--- config.mk ---
export PLATFORM = sky130hd
export DESIGN_NAME = game_ctrl
export DESIGN_NICKNAME = d
export VERILOG_FILES = /design/src/rtl/game_ctrl.sv
export SDC_FILE = /design/constraint.sdc
export NUM_CORES = 1
export LEC_CHECK = 0
export CAP_MARGIN = 20
export CELL_PAD_IN_SITES_DETAIL_PLACEMENT = 2
export CELL_PAD_IN_SITES_GLOBAL_PLACEMENT = 2
export CORE_MARGIN = 2
export CORE_UTILIZATION = 34
export CTS_BUF_LIST = sky130_fd_sc_hd__clkbuf_8
export DETAILED_ROUTE_END_ITERATION = 10
export HOLD_SLACK_MARGIN = 0.12
export MAX_ROUTING_LAYER = met4
export PLACE_DENSITY = 0.95
export SETUP_SLACK_MARGIN = 0.15
export SKIP_LAST_GASP = 1
export SLEW_MARGIN = 20
export SYNTH_ARGS = -nofsm -noshare
export SYNTH_HDL_FRONTEND = slang
export SYNTH_SLANG_ARGS = --single-unit
export TNS_END_PERCENT = 10
--- constraint.sdc ---
create_clock -name clk -period 4.9 [get_ports clk]
set_input_delay 0.98 -clock clk [delete_from_list [all_inputs] [get_ports clk]]
set_output_delay 0.98 -clock clk [all_outputs]
set_load 0.1 [all_outputs]
--- src/rtl/game_ctrl.sv ---
// game_ctrl: game-phase sequencer for the pacman top level.
// Tracks lives, drives run enable, respawn/new-game pulses, latches the
// game-over / win flags and keeps the best score seen since reset.
// Optional build macro GAME_CTRL_PAUSE_EN adds a `pause` input and the PAUSED phase.
module game_ctrl #(
  parameter int unsigned LIVES       = 3,
  parameter int unsigned READY_TICKS = 120,
  parameter int unsigned DEATH_TICKS = 60
) (
  input  logic       clk,
  input  logic       clrn,
  input  logic       tick,
  input  logic       start,
  input  logic       ghost_hit,
  input  logic       beans_clear,
  input  logic [8:0] score,
`ifdef GAME_CTRL_PAUSE_EN
  input  logic       pause,
`endif
  output logic [2:0] phase,
  output logic       run_en,
  output logic       respawn,
  output logic       new_game,
  output logic [1:0] lives,
  output logic       over,
  output logic       win,
  output logic [8:0] high_score
);

  typedef enum logic [2:0] {
    StIdle   = 3'd0,
    StReady  = 3'd1,
    StPlay   = 3'd2,
    StDying  = 3'd3,
    StOver   = 3'd4,
    StWin    = 3'd5,
    StPaused = 3'd6
  } phase_e;

  localparam logic [1:0] LivesInit = 2'(LIVES);
  localparam logic [7:0] ReadyLast = 8'(READY_TICKS - 1);
  localparam logic [7:0] DeathLast = 8'(DEATH_TICKS - 1);

  phase_e     phase_q, phase_d;
  logic [7:0] cnt_q, cnt_d;
  logic [1:0] lives_q, lives_d;
  logic [8:0] high_score_q, high_score_d;
  logic       run_en_q, run_en_d;
  logic       respawn_q, respawn_d;
  logic       new_game_q, new_game_d;
  logic       over_q, over_d;
  logic       win_q, win_d;
  logic       load_game;
  logic       respawn_req;
  logic       entering_end;

  // State and registered outputs; reset aborts any game in progress.
  always_ff @(posedge clk or negedge clrn) begin
    if (!clrn) begin
      phase_q      <= StIdle;
      cnt_q        <= 8'd0;
      lives_q      <= LivesInit;
      high_score_q <= 9'd0;
      run_en_q     <= 1'b0;
      respawn_q    <= 1'b0;
      new_game_q   <= 1'b0;
      over_q       <= 1'b0;
      win_q        <= 1'b0;
    end else begin
      phase_q      <= phase_d;
      cnt_q        <= cnt_d;
      lives_q      <= lives_d;
      high_score_q <= high_score_d;
      run_en_q     <= run_en_d;
      respawn_q    <= respawn_d;
      new_game_q   <= new_game_d;
      over_q       <= over_d;
      win_q        <= win_d;
    end
  end

  // Next phase, lives bookkeeping and pulse requests.
  always_comb begin
    phase_d     = phase_q;
    lives_d     = lives_q;
    load_game   = 1'b0;
    respawn_req = 1'b0;
    case (phase_q)
      StIdle, StOver, StWin: begin
        if (start) begin
          phase_d   = StReady;
          lives_d   = LivesInit;
          load_game = 1'b1;
        end
      end
      StReady: begin
        if (tick && (cnt_q == ReadyLast)) phase_d = StPlay;
      end
      StPlay: begin
        // Clearing the board wins even if a ghost touches on the same cycle.
        if (beans_clear) begin
          phase_d = StWin;
        end else if (ghost_hit) begin
          phase_d = StDying;
          lives_d = (lives_q == 2'd0) ? 2'd0 : lives_q - 2'd1;
        end
`ifdef GAME_CTRL_PAUSE_EN
        else if (pause) begin
          phase_d = StPaused;
        end
`endif
      end
      StDying: begin
        if (tick && (cnt_q == DeathLast)) begin
          if (lives_q == 2'd0) begin
            phase_d = StOver;
          end else begin
            phase_d     = StReady;
            respawn_req = 1'b1;
          end
        end
      end
`ifdef GAME_CTRL_PAUSE_EN
      StPaused: begin
        if (pause) phase_d = StPlay;
      end
`endif
      default: phase_d = StIdle;
    endcase
  end

  // Frame-tick counter: cleared on every phase change so an entry-cycle tick never counts.
  always_comb begin
    cnt_d = cnt_q;
    if (phase_d != phase_q) begin
      cnt_d = 8'd0;
    end else if (tick && ((phase_q == StReady) || (phase_q == StDying))) begin
      cnt_d = cnt_q + 8'd1;
    end
  end

  // Next values of the registered outputs, decoded from the upcoming phase.
  always_comb begin
    run_en_d     = (phase_d == StPlay);
    over_d       = (phase_d == StOver);
    win_d        = (phase_d == StWin);
    new_game_d   = load_game;
    respawn_d    = load_game | respawn_req;
    entering_end = ((phase_d == StOver) || (phase_d == StWin)) && (phase_d != phase_q);
    high_score_d = high_score_q;
    if (entering_end && (score > high_score_q)) high_score_d = score;
  end

  assign phase      = phase_q;
  assign run_en     = run_en_q;
  assign respawn    = respawn_q;
  assign new_game   = new_game_q;
  assign lives      = lives_q;
  assign over       = over_q;
  assign win        = win_q;
  assign high_score = high_score_q;

endmodule
==> results.cfg, run 1 <==
[logic_synthesis]
synthXorXnorAreaFrac = 0.0406
synth_warnings = 0
synth_top_family_by_area = simple AND/OR/NAND/NOR gates
synthCells = 150
synth.distinct_cells = 37
synth_compound_area_frac = 0.130
postSynthNetCount = 175
synth_mux_area_frac = 0.0671
ys_dominant_reg_cell = dfrtp_1
seq_area_frac_synth = 0.449
yosys.area_share.adder = 0.0828
synth-seq-cells = 27
synth_area_per_cell_um2 = 10.1
netlist_area_um2 = 1510
yosys.area_share.simple = 0.185
async_flop_share = 1.00
synth-edff-count = 0

[global_routing]
grt_usage = 0.181
antenna_found_initial = 0
overflow = 0
grt_pass1_vias = 1417
grt_pass1_wl_um = 6990
grt_max_degree = 28

[sta]
hold_violations = 0
slew_viol_final = 0
min_period_ns = 3.13
clock.fmax_mhz = 319
setup_viol = 0
rsz0062_at_grt = false
finClkSkew_ns = 0.00999
tightest_slew_ns = 0.995
fin_crit_sh = 0.639
fin_setup_tns_ns = 0
max_slew_margin = 0.335

[route]
wl_per_cell_um = 17.6
vias = 1244
via_per_inst = 5.25
ant_nets = 0
drc_errors = 0
route.final.wire_length_um = 4170
initialDrtViolationCount = 37
firstDrtPassIters = 3

[final_layout]
fin_util = 0.449
syn_to_final_growth_pct = 28.6
fin_cells = 237
drive_above_1_share = 0.114
layout.nets = 211
design_area_um2 = 1940
n_antenna_cell = 0
fill_cells = 469

[placed_design]
io_buffer_count = 33
place.gp.congestion = 0.886
place_area_um2 = 1890
dp_cells = 233
dp_hpwl_um = 3240

[outcome]
status = completed

[critical_path]
end_kind = flop
critPathArrivalTime_ns = 3.30
r2r_cells = 6
crit_type = in -> reg
required_ns = 5.07
worstPathMaxFanout = 9
setup.worst_path.start_class = input pin

[hold_path]
min_path_cells = 2
hold_class = reg -> reg

[clock_network]
clk_pin_slew_ns = 0.11
cts_setup_buffers = 0
tritoncts = done
cts_repair_resize_count = 0
ctsLongestPathBuffers = 2
postCtsHoldBufs = 0
clk_latency_ns = 0.29
h-tree-depth = 1
clockRootBuffer = clkbuf_8
numCtsBuffers = 3
clock-sinks = 27

[power]
power_leakage_nw = 0.848
peakVddDrop_v = 0.0000869
power_density_nw_per_um2 = 276

[die]
die_h_um = 70.7
die-area_um2 = 4990
num_rows = 24
start_util = 0.350
fp.dieW_um = 70.7
ios = 34
coreArea_um2 = 4320

[run]
cap_viol_max_count = 0
==> critical path: stages <==
cell,delay [ns]
clkdlybuf4s50_1,0.51
and3b_1,0.28
nand3_1,0.14
or4_4,0.51
o2bb2ai_2,0.16
a21oi_4,0.33
mux2_2,0.38
==> where the power goes <==
group / switching [W] / internal, W
clock: 0.0000782 / 0.0000580
sequential: 0.0000331 / 0.000250
combinational: 0.0000672 / 0.0000502
==> final cells by class <==
cell class,instances,area [um^2],area share
Inverter,13,48.8,0.0251
Clock inverter,1,7.51,0.00386
Multi-Input combinational cell,107,764,0.393
Clock buffer,3,41.3,0.0212
Sequential cell,27,678,0.349
Timing Repair Buffer,34,338,0.174
Tap cell,52,65.1,0.0335
==> registers in the layout, indices dropped and copies added (netlist names) <==
register and flops:
high_score 9, cnt_q 8, phase 3, lives 2
new_game 1, over 1, respawn 1, run_en 1
win 1
==> placed cells by master (no fill, tap or decap), types with 2 or more instances in the layout <==
cell type,synthesis,final
o21ai_0,10,10
nand3b_1,2,2
or2_2,2,2
nor2_1,13,13
xor2_1,3,3
nor2b_1,3,3
and3b_1,3,3
dfrtp_1,25,25
xnor2_1,4,4
a21oi_1,6,6
clkbuf_8,0,3
mux2_2,9,9
nand4_1,3,3
clkdlybuf4s50_1,0,33
dfstp_2,2,2
a211o_1,2,2
inv_1,13,13
nand2_1,12,12
and3_1,2,2
nand3_1,4,4
ha_1,10,10
o211ai_1,2,2
a211oi_1,3,3
==> worst paths after layout <==
kind,startpoint,slack [ns],end
max in group asynchronous,clrn,3.53,lives[0]$_DFFE_PN1P_
setup / recovery,tick,1.77,high_score[4]$_DFFE_PN0P_
hold / removal,lives[1]$_DFFE_PN1P_,0.53,lives[1]$_DFFE_PN1P_
setup reg to reg,phase[0]$_DFF_PN0_,2.37,high_score[4]$_DFFE_PN0P_
hold reg to reg,lives[1]$_DFFE_PN1P_,0.53,lives[1]$_DFFE_PN1P_
min in group asynchronous,clrn,1.06,high_score[8]$_DFFE_PN0P_
==> layer usage <==
layer | vias up | track usage | share of wire
li1 | 592 | - | -
met1 | 621 | 0.226 | 0.45
met2 | 24 | 0.308 | 0.51
met3 | 7 | 0.0271 | 0.027
met4 | 0 | 0.0524 | 0.015
met5 | - | - | 0
==> through the flow <==
stage | hold slack, ns | worst slack [ns] | power (W)
2_1_floorplan | 0.518 | 1.96 | 0.000355
3_3_place_gp | 0.495 | 1.57 | 0.000391
3_5_place_dp | 0.513 | 1.48 | 0.000406
4_1_cts | 0.533 | 1.78 | 0.000543
5_1_grt | 0.584 | 1.67 | 0.000570
6_report | 0.528 | 1.77 | 0.000537
==> logic make-up (layout without fill, tap and decap cells) <==
logic type / count (synthesis) / after routing
buf+inv: 16 / 51
xor+xnor: 7 / 7
flops: 27 / 27
compound gates: 29 / 29
fa+ha+maj: 10 / 10
mux: 9 / 9
simple gates: 52 / 52
==> Yosys cell counts (all sizes together), types with 3 or more instances <==
cell type	instances	area share
o21ai	10	0.033
xor2	3	0.017
xnor2	4	0.023
ha	10	0.083
nor2b	3	0.012
and3b	3	0.017
nand2	12	0.030
nor2	13	0.032
inv	13	0.032
nand3	4	0.013
buf	3	0.013
a21oi	7	0.031
nand4	3	0.012
mux2	9	0.067
a211oi	3	0.015
dfrtp	25	0.41
(Power assumes the default switching activity.)
==> inputs of run 2 (changes only) <==
- CORE_UTILIZATION: 34 -> 32
- PLACE_DENSITY: 0.95 -> 0.91
- clock period: 4.9 -> 3.24 ns (I/O delays scaled with it)
==> run 2 against run 1 <==
  * First-iteration DRC count grew 62%
  * Combinational power grew 50%
  * Die area grew 5.9%
  * Clock skew shrank 0.0031 ns
  * Sequential power grew 52%
  * Largest power group unchanged
  * Routed wire length grew 4.4%
  * Cell count grew 1.3%
  * Via count grew 1.8%
  * Sequential share of layout area grew 0.73 points
  * Non-clock buffer count grew 1
  * Sequential cell count is the same
==> results.cfg, run 2 (synthesis results as in run 1) <==
[outcome]
status = completed

[critical_path]
crit_type = in -> reg
end_kind = flop
setup.worst_path.start_class = input pin
worstPathMaxFanout = 9
required_ns = 3.40
critPathArrivalTime_ns = 2.97

[power]
power_leakage_nw = 0.891
peakVddDrop_v = 0.000144
totalPowerFinal_w = 0.000805
power_density_nw_per_um2 = 423

[sta]
min_period_ns = 2.81
fin_setup_tns_ns = 0
clock.fmax_mhz = 356
slew_viol_final = 0
finClkSkew_ns = 0.00687
hold_violations = 0
setup_viol = 0
tightest_slew_ns = 0.482
fin_crit_sh = 0.866
timing.final.ws_setup_ns = 0.434
max_slew_margin = 0.677
rsz0062_at_grt = false

[die]
num_rows = 25
die_h_um = 72.7
start_util = 0.326
ios = 34
fp.dieW_um = 72.7
die-area_um2 = 5290
coreArea_um2 = 4630

[global_routing]
grt_max_degree = 28
antenna_found_initial = 0
grt_pass1_vias = 1431
grt_usage = 0.182
grt_pass1_wl_um = 7080
overflow = 0

[clock_network]
cts_repair_resize_count = 0
tritoncts = done
postCtsHoldBufs = 0
clock-sinks = 27
cts_setup_buffers = 0
clk_latency_ns = 0.28
clk_pin_slew_ns = 0.09
ctsLongestPathBuffers = 2
numCtsBuffers = 3
clockRootBuffer = clkbuf_8
h-tree-depth = 1

[route]
wl_met3_um = 143
wl_met1_um = 1810
top_layer = met4
ant_nets = 0
firstDrtPassIters = 4
initialDrtViolationCount = 60
route.final.wire_length_um = 4350
vias = 1267
route.met2.wl_um = 2340
drc_errors = 0
wl_per_cell_um = 18.1
via_per_inst = 5.28

[final_layout]
layout_common_cells = dfrtp_1, buf_4, clkdlybuf4s50_1
layout.nets = 212
multi_input_area_um2 = 764
syn_to_final_growth_pct = 25.9
fill_cells = 511
seqCellArea_um2 = 678
final_common_cell = dfrtp_1
drive_above_1_share = 0.220
fin_cells = 240
largest_register_ffs = 9
n_antenna_cell = 0
fin_util = 0.411

[placed_design]
io_buffer_count = 33
dp_cells = 236
place.gp.congestion = 0.877
dp_hpwl_um = 3390
pre_cts_slack_ns = 0.124

[hold_path]
hold_class = reg -> reg

[run]
cap_viol_max_count = 0
[run 2: cell types whose count changed in the layout (fill, tap and decap cells not counted), sizes merged]
cell / delta
buf: +20
clkdlybuf4s50: -19
clkinv: +1
clkinvlp: -1
[run 2: worst max-delay path, cell delays in order]
cell,delay (ns)
clkdlybuf4s50_1,0.50
and3b_1,0.28
nand3_1,0.15
or4_4,0.52
o2bb2ai_2,0.16
a21oi_4,0.31
mux2_2,0.39
[run 2: path summary, 6_finish.rpt]
path	cells after the start	end	from	slack (ns)
max in group asynchronous	2	lives[0]$_DFFE_PN1P_	clrn	2.19
setup / recovery	7	high_score[0]$_DFFE_PN0P_	tick	0.43
hold / removal	1	high_score[3]$_DFFE_PN0P_	high_score[3]$_DFFE_PN0P_	0.55
hold reg to reg	1	high_score[3]$_DFFE_PN0P_	high_score[3]$_DFFE_PN0P_	0.55
setup reg to reg	6	high_score[0]$_DFFE_PN0P_	cnt_q[2]$_DFFE_PN0P_	0.62
min in group asynchronous	2	high_score[4]$_DFFE_PN0P_	clrn	0.75
[run 2: layout make-up]
type,count,area share
clock inverters,1,0.00263
inverters,13,0.0256
well taps,54,0.0355
clock buffers,3,0.0217
flip-flops and latches,27,0.356
repair buffers,35,0.156
multi-input cells,107,0.402
[run 2: layer usage]
metal	GRT usage	vias to the layer above
met3	0.0235	4
met2	0.327	32
met5	-	-
met1	0.208	639
li1	-	592
met4	0.0617	0
[run 2: power breakdown]
part	leakage, nW	switching, W	internal (W)
Sequential	0.355	0.0000512	0.000379
Combinational	0.511	0.000101	0.0000742
Clock	0.0255	0.000113	0.0000864
[run 2: stage by stage]
step	cell area, um^2	hold slack [ns]
2_1_floorplan	1510	0.352
3_3_place_gp	1860	0.497
3_5_place_dp	1860	0.531
4_1_cts	1900	0.555
5_1_grt	1900	0.571
6_report	1900	0.550
